[src/rtl/pll_drp_sequencer.sv]
// pll_drp_sequencer
//   Runtime reconfiguration controller for a PLLE2_ADV driven through its DRP port.
//   It accepts a stream of read-modify-write ops (addr/mask/data/last) and holds the PLL
//   in reset while they run. After the op flagged last it releases reset and waits for a
//   synchronised LOCKED. It runs from the reference clock domain, never from a PLL output.
//
//   Ports
//     clk_i, rst_ni                 controller clock, async active-low reset
//     op_valid_i / op_ready_o       op handshake; fields op_addr_i, op_mask_i, op_data_i, op_last_i
//                                   (mask bit 1 keeps the read bit, 0 takes the op_data_i bit)
//     drp_den_o, drp_dwe_o,         DRP master side; den is a 1-cycle pulse
//     drp_daddr_o, drp_di_o,
//     drp_do_i, drp_drdy_i
//     pll_rst_o                     PLL RST, active high
//     pll_locked_i                  PLL LOCKED, asynchronous (2-FF synchronised here)
//     busy_o                        batch in progress
//     done_o                        1-cycle pulse: batch finished and PLL locked
//     err_o                         sticky DRDY/lock timeout or readback mismatch; cleared on next accept
//
//   Build option
//     PLL_DRP_READBACK_EN  re-reads each written register (VR/VR_WAIT states) and flags a
//                          mismatch; each op then costs 3 DRP accesses instead of 2.
module pll_drp_sequencer #(
    parameter int AWIDTH       = 7,
    parameter int DWIDTH       = 16,
    parameter int RST_HOLD     = 8,
    parameter int DRDY_TIMEOUT = 64,
    parameter int LOCK_TIMEOUT = 20000
) (
    input  logic              clk_i,
    input  logic              rst_ni,
    input  logic              op_valid_i,
    output logic              op_ready_o,
    input  logic [AWIDTH-1:0] op_addr_i,
    input  logic [DWIDTH-1:0] op_mask_i,
    input  logic [DWIDTH-1:0] op_data_i,
    input  logic              op_last_i,
    output logic              drp_den_o,
    output logic              drp_dwe_o,
    output logic [AWIDTH-1:0] drp_daddr_o,
    output logic [DWIDTH-1:0] drp_di_o,
    input  logic [DWIDTH-1:0] drp_do_i,
    input  logic              drp_drdy_i,
    output logic              pll_rst_o,
    input  logic              pll_locked_i,
    output logic              busy_o,
    output logic              done_o,
    output logic              err_o
);
    localparam int CNT_MAX = (LOCK_TIMEOUT > DRDY_TIMEOUT)
                           ? ((LOCK_TIMEOUT > RST_HOLD) ? LOCK_TIMEOUT : RST_HOLD)
                           : ((DRDY_TIMEOUT > RST_HOLD) ? DRDY_TIMEOUT : RST_HOLD);
    localparam int CW = $clog2(CNT_MAX + 1);
    localparam logic [CW-1:0] HOLD_LAST = CW'(RST_HOLD - 1);
    // The wait counter starts the cycle after den, so expiring at TIMEOUT-2 puts the
    // error flag exactly DRDY_TIMEOUT cycles after the den pulse.
    localparam logic [CW-1:0] DRDY_LAST = CW'(DRDY_TIMEOUT - 2);
    localparam logic [CW-1:0] LOCK_LAST = CW'(LOCK_TIMEOUT - 1);
    localparam logic [CW-1:0] LOCK_MIN  = CW'(RST_HOLD);

`ifdef PLL_DRP_READBACK_EN
    typedef enum logic [3:0] {
        S_IDLE, S_RST_HOLD, S_RD, S_RD_WAIT, S_WR, S_WR_WAIT, S_VR, S_VR_WAIT, S_NEXT, S_LOCK_WAIT
    } state_e;
`else
    typedef enum logic [3:0] {
        S_IDLE, S_RST_HOLD, S_RD, S_RD_WAIT, S_WR, S_WR_WAIT, S_NEXT, S_LOCK_WAIT
    } state_e;
`endif

    state_e              state_q, state_d;
    logic [CW-1:0]       cnt_q, cnt_d;
    logic [AWIDTH-1:0]   addr_q, addr_d;
    logic [DWIDTH-1:0]   mask_q, mask_d, data_q, data_d, wdata_q, wdata_d;
    logic                last_q, last_d;
    logic [1:0]          lock_sync_q, lock_sync_d;
    logic                seen_low_q, seen_low_d;
    logic                op_ready_q, op_ready_d, den_q, den_d, dwe_q, dwe_d;
    logic [AWIDTH-1:0]   daddr_q, daddr_d;
    logic [DWIDTH-1:0]   di_q, di_d;
    logic                pll_rst_q, pll_rst_d, busy_q, busy_d, done_q, done_d, err_q, err_d;
    logic                accept;
    logic                lock_ok;

    assign accept  = op_valid_i & op_ready_q;
    // A lock that was already high at release is only trusted once it has been seen
    // low, or after LOCK_WAIT has lasted long enough for the PLL to have dropped it.
    assign lock_ok = lock_sync_q[1] & (seen_low_q | (cnt_q >= LOCK_MIN));

    always_comb begin
        state_d     = state_q;
        addr_d      = addr_q;
        mask_d      = mask_q;
        data_d      = data_q;
        last_d      = last_q;
        wdata_d     = wdata_q;
        err_d       = err_q;
        done_d      = 1'b0;
        lock_sync_d = {lock_sync_q[0], pll_locked_i};

        if (accept) begin
            addr_d = op_addr_i;
            mask_d = op_mask_i;
            data_d = op_data_i;
            last_d = op_last_i;
            err_d  = 1'b0;
        end

        case (state_q)
            S_IDLE:     if (accept) state_d = S_RST_HOLD;
            S_RST_HOLD: if (cnt_q == HOLD_LAST) state_d = S_RD;
            S_RD:       state_d = S_RD_WAIT;
            S_RD_WAIT: begin
                if (drp_drdy_i) begin
                    wdata_d = (drp_do_i & mask_q) | (data_q & ~mask_q);
                    state_d = S_WR;
                end else if (cnt_q == DRDY_LAST) begin
                    err_d   = 1'b1;
                    state_d = S_IDLE;
                end
            end
            S_WR:       state_d = S_WR_WAIT;
            S_WR_WAIT: begin
                if (drp_drdy_i) begin
`ifdef PLL_DRP_READBACK_EN
                    state_d = S_VR;
`else
                    state_d = last_q ? S_LOCK_WAIT : S_NEXT;
`endif
                end else if (cnt_q == DRDY_LAST) begin
                    err_d   = 1'b1;
                    state_d = S_IDLE;
                end
            end
`ifdef PLL_DRP_READBACK_EN
            S_VR:       state_d = S_VR_WAIT;
            S_VR_WAIT: begin
                if (drp_drdy_i) begin
                    if (drp_do_i != wdata_q) begin
                        err_d   = 1'b1;
                        state_d = S_IDLE;
                    end else begin
                        state_d = last_q ? S_LOCK_WAIT : S_NEXT;
                    end
                end else if (cnt_q == DRDY_LAST) begin
                    err_d   = 1'b1;
                    state_d = S_IDLE;
                end
            end
`endif
            S_NEXT:     if (accept) state_d = S_RD;
            S_LOCK_WAIT: begin
                if (lock_ok) begin
                    done_d  = 1'b1;
                    state_d = S_IDLE;
                end else if (cnt_q == LOCK_LAST) begin
                    err_d   = 1'b1;
                    state_d = S_IDLE;
                end
            end
            default:    state_d = S_IDLE;
        endcase

        // Wait counter restarts on every state change and saturates otherwise.
        if (state_d != state_q)  cnt_d = '0;
        else if (cnt_q != '1)    cnt_d = cnt_q + CW'(1);
        else                     cnt_d = cnt_q;

        seen_low_d = (state_d != state_q) ? 1'b0
                   : (seen_low_q | ((state_q == S_LOCK_WAIT) & ~lock_sync_q[1]));

        // Outputs are registered from the next state so they line up with state_q.
        op_ready_d = (state_d == S_IDLE) || (state_d == S_NEXT);
        busy_d     = (state_d != S_IDLE);
        pll_rst_d  = busy_d && (state_d != S_LOCK_WAIT);
        den_d      = (state_d == S_RD) || (state_d == S_WR);
`ifdef PLL_DRP_READBACK_EN
        if (state_d == S_VR) den_d = 1'b1;
`endif
        dwe_d      = (state_d == S_WR);
        daddr_d    = den_d ? addr_d : '0;
        di_d       = dwe_d ? wdata_d : '0;
    end

    always_ff @(posedge clk_i or negedge rst_ni) begin
        if (!rst_ni) begin
            state_q     <= S_IDLE;
            cnt_q       <= '0;
            addr_q      <= '0;
            mask_q      <= '0;
            data_q      <= '0;
            last_q      <= 1'b0;
            wdata_q     <= '0;
            lock_sync_q <= '0;
            seen_low_q  <= 1'b0;
            op_ready_q  <= 1'b1;
            den_q       <= 1'b0;
            dwe_q       <= 1'b0;
            daddr_q     <= '0;
            di_q        <= '0;
            pll_rst_q   <= 1'b0;
            busy_q      <= 1'b0;
            done_q      <= 1'b0;
            err_q       <= 1'b0;
        end else begin
            state_q     <= state_d;
            cnt_q       <= cnt_d;
            addr_q      <= addr_d;
            mask_q      <= mask_d;
            data_q      <= data_d;
            last_q      <= last_d;
            wdata_q     <= wdata_d;
            lock_sync_q <= lock_sync_d;
            seen_low_q  <= seen_low_d;
            op_ready_q  <= op_ready_d;
            den_q       <= den_d;
            dwe_q       <= dwe_d;
            daddr_q     <= daddr_d;
            di_q        <= di_d;
            pll_rst_q   <= pll_rst_d;
            busy_q      <= busy_d;
            done_q      <= done_d;
            err_q       <= err_d;
        end
    end

    assign op_ready_o  = op_ready_q;
    assign drp_den_o   = den_q;
    assign drp_dwe_o   = dwe_q;
    assign drp_daddr_o = daddr_q;
    assign drp_di_o    = di_q;
    assign pll_rst_o   = pll_rst_q;
    assign busy_o      = busy_q;
    assign done_o      = done_q;
    assign err_o       = err_q;
endmodule

[config.mk]
export PLATFORM = sky130hd
export DESIGN_NAME = pll_drp_sequencer
export DESIGN_NICKNAME = d
export VERILOG_FILES = /design/src/rtl/pll_drp_sequencer.sv
export SDC_FILE = /design/constraint.sdc
export NUM_CORES = 1
export LEC_CHECK = 0
export ABC_CLOCK_PERIOD_IN_PS = 3370
export CELL_PAD_IN_SITES_DETAIL_PLACEMENT = 1
export CELL_PAD_IN_SITES_GLOBAL_PLACEMENT = 2
export CORE_MARGIN = 2
export CORE_UTILIZATION = 31
export CTS_BUF_LIST = sky130_fd_sc_hd__clkbuf_16
export DETAILED_ROUTE_END_ITERATION = 8
export PLACE_DENSITY = 0.89
export SYNTH_ARGS = -nofsm -noshare
export SYNTH_HDL_FRONTEND = slang
export SYNTH_SLANG_ARGS = --single-unit
[constraint.sdc]
create_clock -name clk_i -period 3.37 [get_ports clk_i]
set_clock_uncertainty 0.15 [all_clocks]
set_input_delay 0.5055 -clock clk_i [delete_from_list [all_inputs] [get_ports clk_i]]
set_output_delay 0.5055 -clock clk_i [all_outputs]
set_load 0.01 [all_outputs]
==> results.py <==
metrics = {
    "power": {
        "seqPwrFrac_pct": 48.9,
        "combPwrFrac_pct": 14.6,
        "power_density_nw_per_um2": 487,
        "ir_drop_uv": 208,
        "p_clk_share_pct": 36.5,
        "p_sw_mw": 0.691,
        "power_leakage_nw": 2.51,
        "power_mw": 2.67,
        "swShare_pct": 25.9,
        "internal_power_mw": 1.98,
    },
    "yosys": {
        "synth_edf_count": 0,
        "yosysTopAreaCell": "dfrtp_1",
        "ys_seq_area_share_pct": 56.0,
        "avgSynthCellArea_sq_um": 9.89,
        "netlist_area_sq_um": 4120,
        "syn-num-nets": 480,
        "yosys_warnings": 0,
        "synthArstFlopShare_pct": 100,
        "ys_top_cells_by_count": "nand2_1 (135), dfrtp_1 (91), nor2_1 (34)",
        "ys.flop_type": "dfrtp_1",
        "ys_types": 56,
        "netlist_instances": 416,
        "yosysTopAreaCellShare_pct": 55.3,
        "synthMostInstantiatedCell": "nand2_1",
        "ys_ff_latch": 92,
        "synth.area.top_cells": "dfrtp_1 (55%), nand2_1 (12%), mux2i_1 (4.4%)",
    },
    "timing": {
        "finalSetupViolations": 0,
        "rsz0062_at_grt": "false",
        "holdWs_ps": 71.5,
        "layout_min_cycle_time_ps": 2990,
        "hold_viol": 0,
        "slew_headroom_pct": 36.0,
        "fin_crit_sh_pct": 88.8,
        "worstMarginPinSlew_ps": 960,
        "fmax_mhz": 334,
        "final-max-slew-violation-count": 0,
        "setup_tns_ps": 0,
    },
    "routing": {
        "wire_per_inst_um": 15.4,
        "avgViaCountPerCell": 4.70,
        "dr.pass1.iters": 4,
        "wl_um": 10600,
        "vias": 3222,
        "drc": 0,
        "drt_iter0_drc": 175,
        "antenna_left": 0,
    },
    "global_route": {
        "grt_max_degree": 59,
        "grt_util_met1_pct": 18.3,
        "antenna_found_initial": 0,
        "grt-busiest-layer": "met2",
        "grt_pass1_wl_um": 17300,
        "overflow": 0,
        "met2_usage_pct": 27.4,
        "grt_pass1_vias": 3521,
        "gr-usage-met3_pct": 2.44,
        "grt_use_total_pct": 15.3,
    },
    "clock_tree": {
        "htreeDepth": 3,
        "cts_resized": 0,
        "clockBufferDepth": 2,
        "ctsHoldBuffers": 0,
        "cts.sinks": 92,
        "postCtsSetupBuffers": 0,
        "cts_root_buffer": "clkbuf_16",
        "clk_pin_slew_ps": 60,
        "insertion_delay_ps": 340,
        "numCtsBuffers": 9,
        "cts_tree": "yes",
    },
    "worst_setup_path": {
        "worstRegToRegCells": 7,
        "worstReg2RegStart": "cnt_q[1]$_DFFE_PN0P_",
        "cp_data_required_time_ps": 3470,
        "crit_type": "flop to flop",
        "cp.arrival_ps": 3090,
        "cp-start-kind": "flop",
        "cp_max_fo": 8,
        "regToRegSetupSlack_ps": 380,
        "worstReg2RegEnd": "drp_daddr_o[4]$_DFF_PN0_",
        "cp-end-kind": "flop",
    },
    "die": {
        "die_h_um": 119,
        "io_pins": 91,
        "die_w_um": 119,
        "start_util_pct": 31.4,
        "coreArea_sq_um": 13100,
        "num_rows": 42,
        "die_area_sq_um": 14200,
    },
    "placement": {
        "port-buffer-count": 90,
        "hpwlAfterDp_um": 7550,
        "dpl_cell_area_sq_um": 5190,
        "place_congestion": 0.827,
    },
    "finish": {
        "diodes": 0,
        "nNetsFinal": 568,
        "syn_to_final_growth_pct": 33.1,
        "drive_above_1_share_pct": 7.86,
        "utilization_pct": 41.9,
        "final_area_sq_um": 5480,
    },
    "min_path": {
        "hp-class": "input pin to async pin",
    },
    "status": {
        "status": "finished clean",
    },
    "flow_run": {
        "cap_viol_max_count": 0,
    },
}
## through the flow
| step | instances | worst slack (ps) |
|---|---|---|
| after floorplan | 416 | 662 |
| after global placement | 669 | 546 |
| after detailed placement | 669 | 387 |
| after CTS | 685 | 366 |
| after global routing | 685 | 162 |
| final | 685 | 377 |
## power groups by stage
stage	sequential, mW	clock, mW	combinational, mW
after floorplan	1.30	0	0.234
after global placement	1.32	0	0.381
after detailed placement	1.33	0	0.399
after CTS	1.31	1.00	0.402
after global routing	1.32	1.05	0.444
final	1.30	0.975	0.390
## worst max path at each step
stage                          from                        to  slack, ps  depth (start not counted)
2_1_floorplan  cnt_q[1]$_DFFE_PN0P_     cnt_q[10]$_DFFE_PN0P_        660                          8
3_5_place_dp   cnt_q[1]$_DFFE_PN0P_  drp_daddr_o[5]$_DFF_PN0_        390                          7
5_1_grt        cnt_q[1]$_DFFE_PN0P_  drp_daddr_o[5]$_DFF_PN0_        160                          7
4_1_cts        cnt_q[1]$_DFFE_PN0P_  drp_daddr_o[5]$_DFF_PN0_        370                          7
3_3_place_gp   cnt_q[1]$_DFFE_PN0P_     cnt_q[14]$_DFFE_PN0P_        550                          8
6_report       cnt_q[1]$_DFFE_PN0P_  drp_daddr_o[4]$_DFF_PN0_        380                          7
## layout by cell type, fill, tap and decap left out, types with 3 or more instances in the layout
master           netlist  final
nand2_1              135    135
dfrtp_1               91     91
clkdlybuf4s50_1        0     89
nor2_1                34     34
mux2i_1               18     18
nor3_1                10     10
nor3_2                10     10
inv_1                  6      9
clkbuf_16              0      9
a21oi_1                8      8
buf_4                  0      8
a21boi_0               7      7
xnor2_1                7      7
nand4_1                6      6
nand2b_1               4      4
nand3_1                4      4
and3_1                 4      4
xor2_1                 4      4
or3_1                  3      3
and2_1                 3      3
ha_1                   3      3
## registers in the layout, indices dropped and copies added (netlist names), 2 cells and up
| register | flops |
|---|---|
| addr_q | 7 |
| cnt_q | 15 |
| data_q | 16 |
| drp_daddr_o | 7 |
| drp_di_o | 16 |
| lock_sync_q | 2 |
| mask_q | 16 |
| state_q | 4 |
## kinds of logic (layout without fill, tap and decap cells)
logic type	Yosys count	in the layout	synth area share, %
flops	92	92	56.0
simple gates	230	230	25.9
mux	18	18	4.38
xor+xnor	11	11	2.34
other cells	1	1	0.0911
buf+inv	26	119	2.86
fa+ha+maj	3	3	0.912
compound gates	35	35	7.54
## per-layer routing
metal | part of all wire (%) | up-vias
li1 | - | 1549
met1 | 44 | 1607
met2 | 51 | 51
met3 | 3.1 | 15
met4 | 1.7 | 0
met5 | 0 | -
## area by class of cell
cell class,count,area [sq um]
inverters,6,22.5
repair buffers,97,951
clock inverters,7,61.3
multi-input cells,298,1690
flip-flops and latches,92,2300
well taps,176,220
clock buffers,9,225
fillers,1468,7610
## critical path, cell delays in order (launching register included)
cell and delay [ps]:
dfrtp_1 420, ha_1 290, or4b_1 490, or4_1 570
and2_4 190, a22oi_2 240, nand4_2 250, a21boi_0 290
Note: power is estimated with default switching activity, not from simulation.
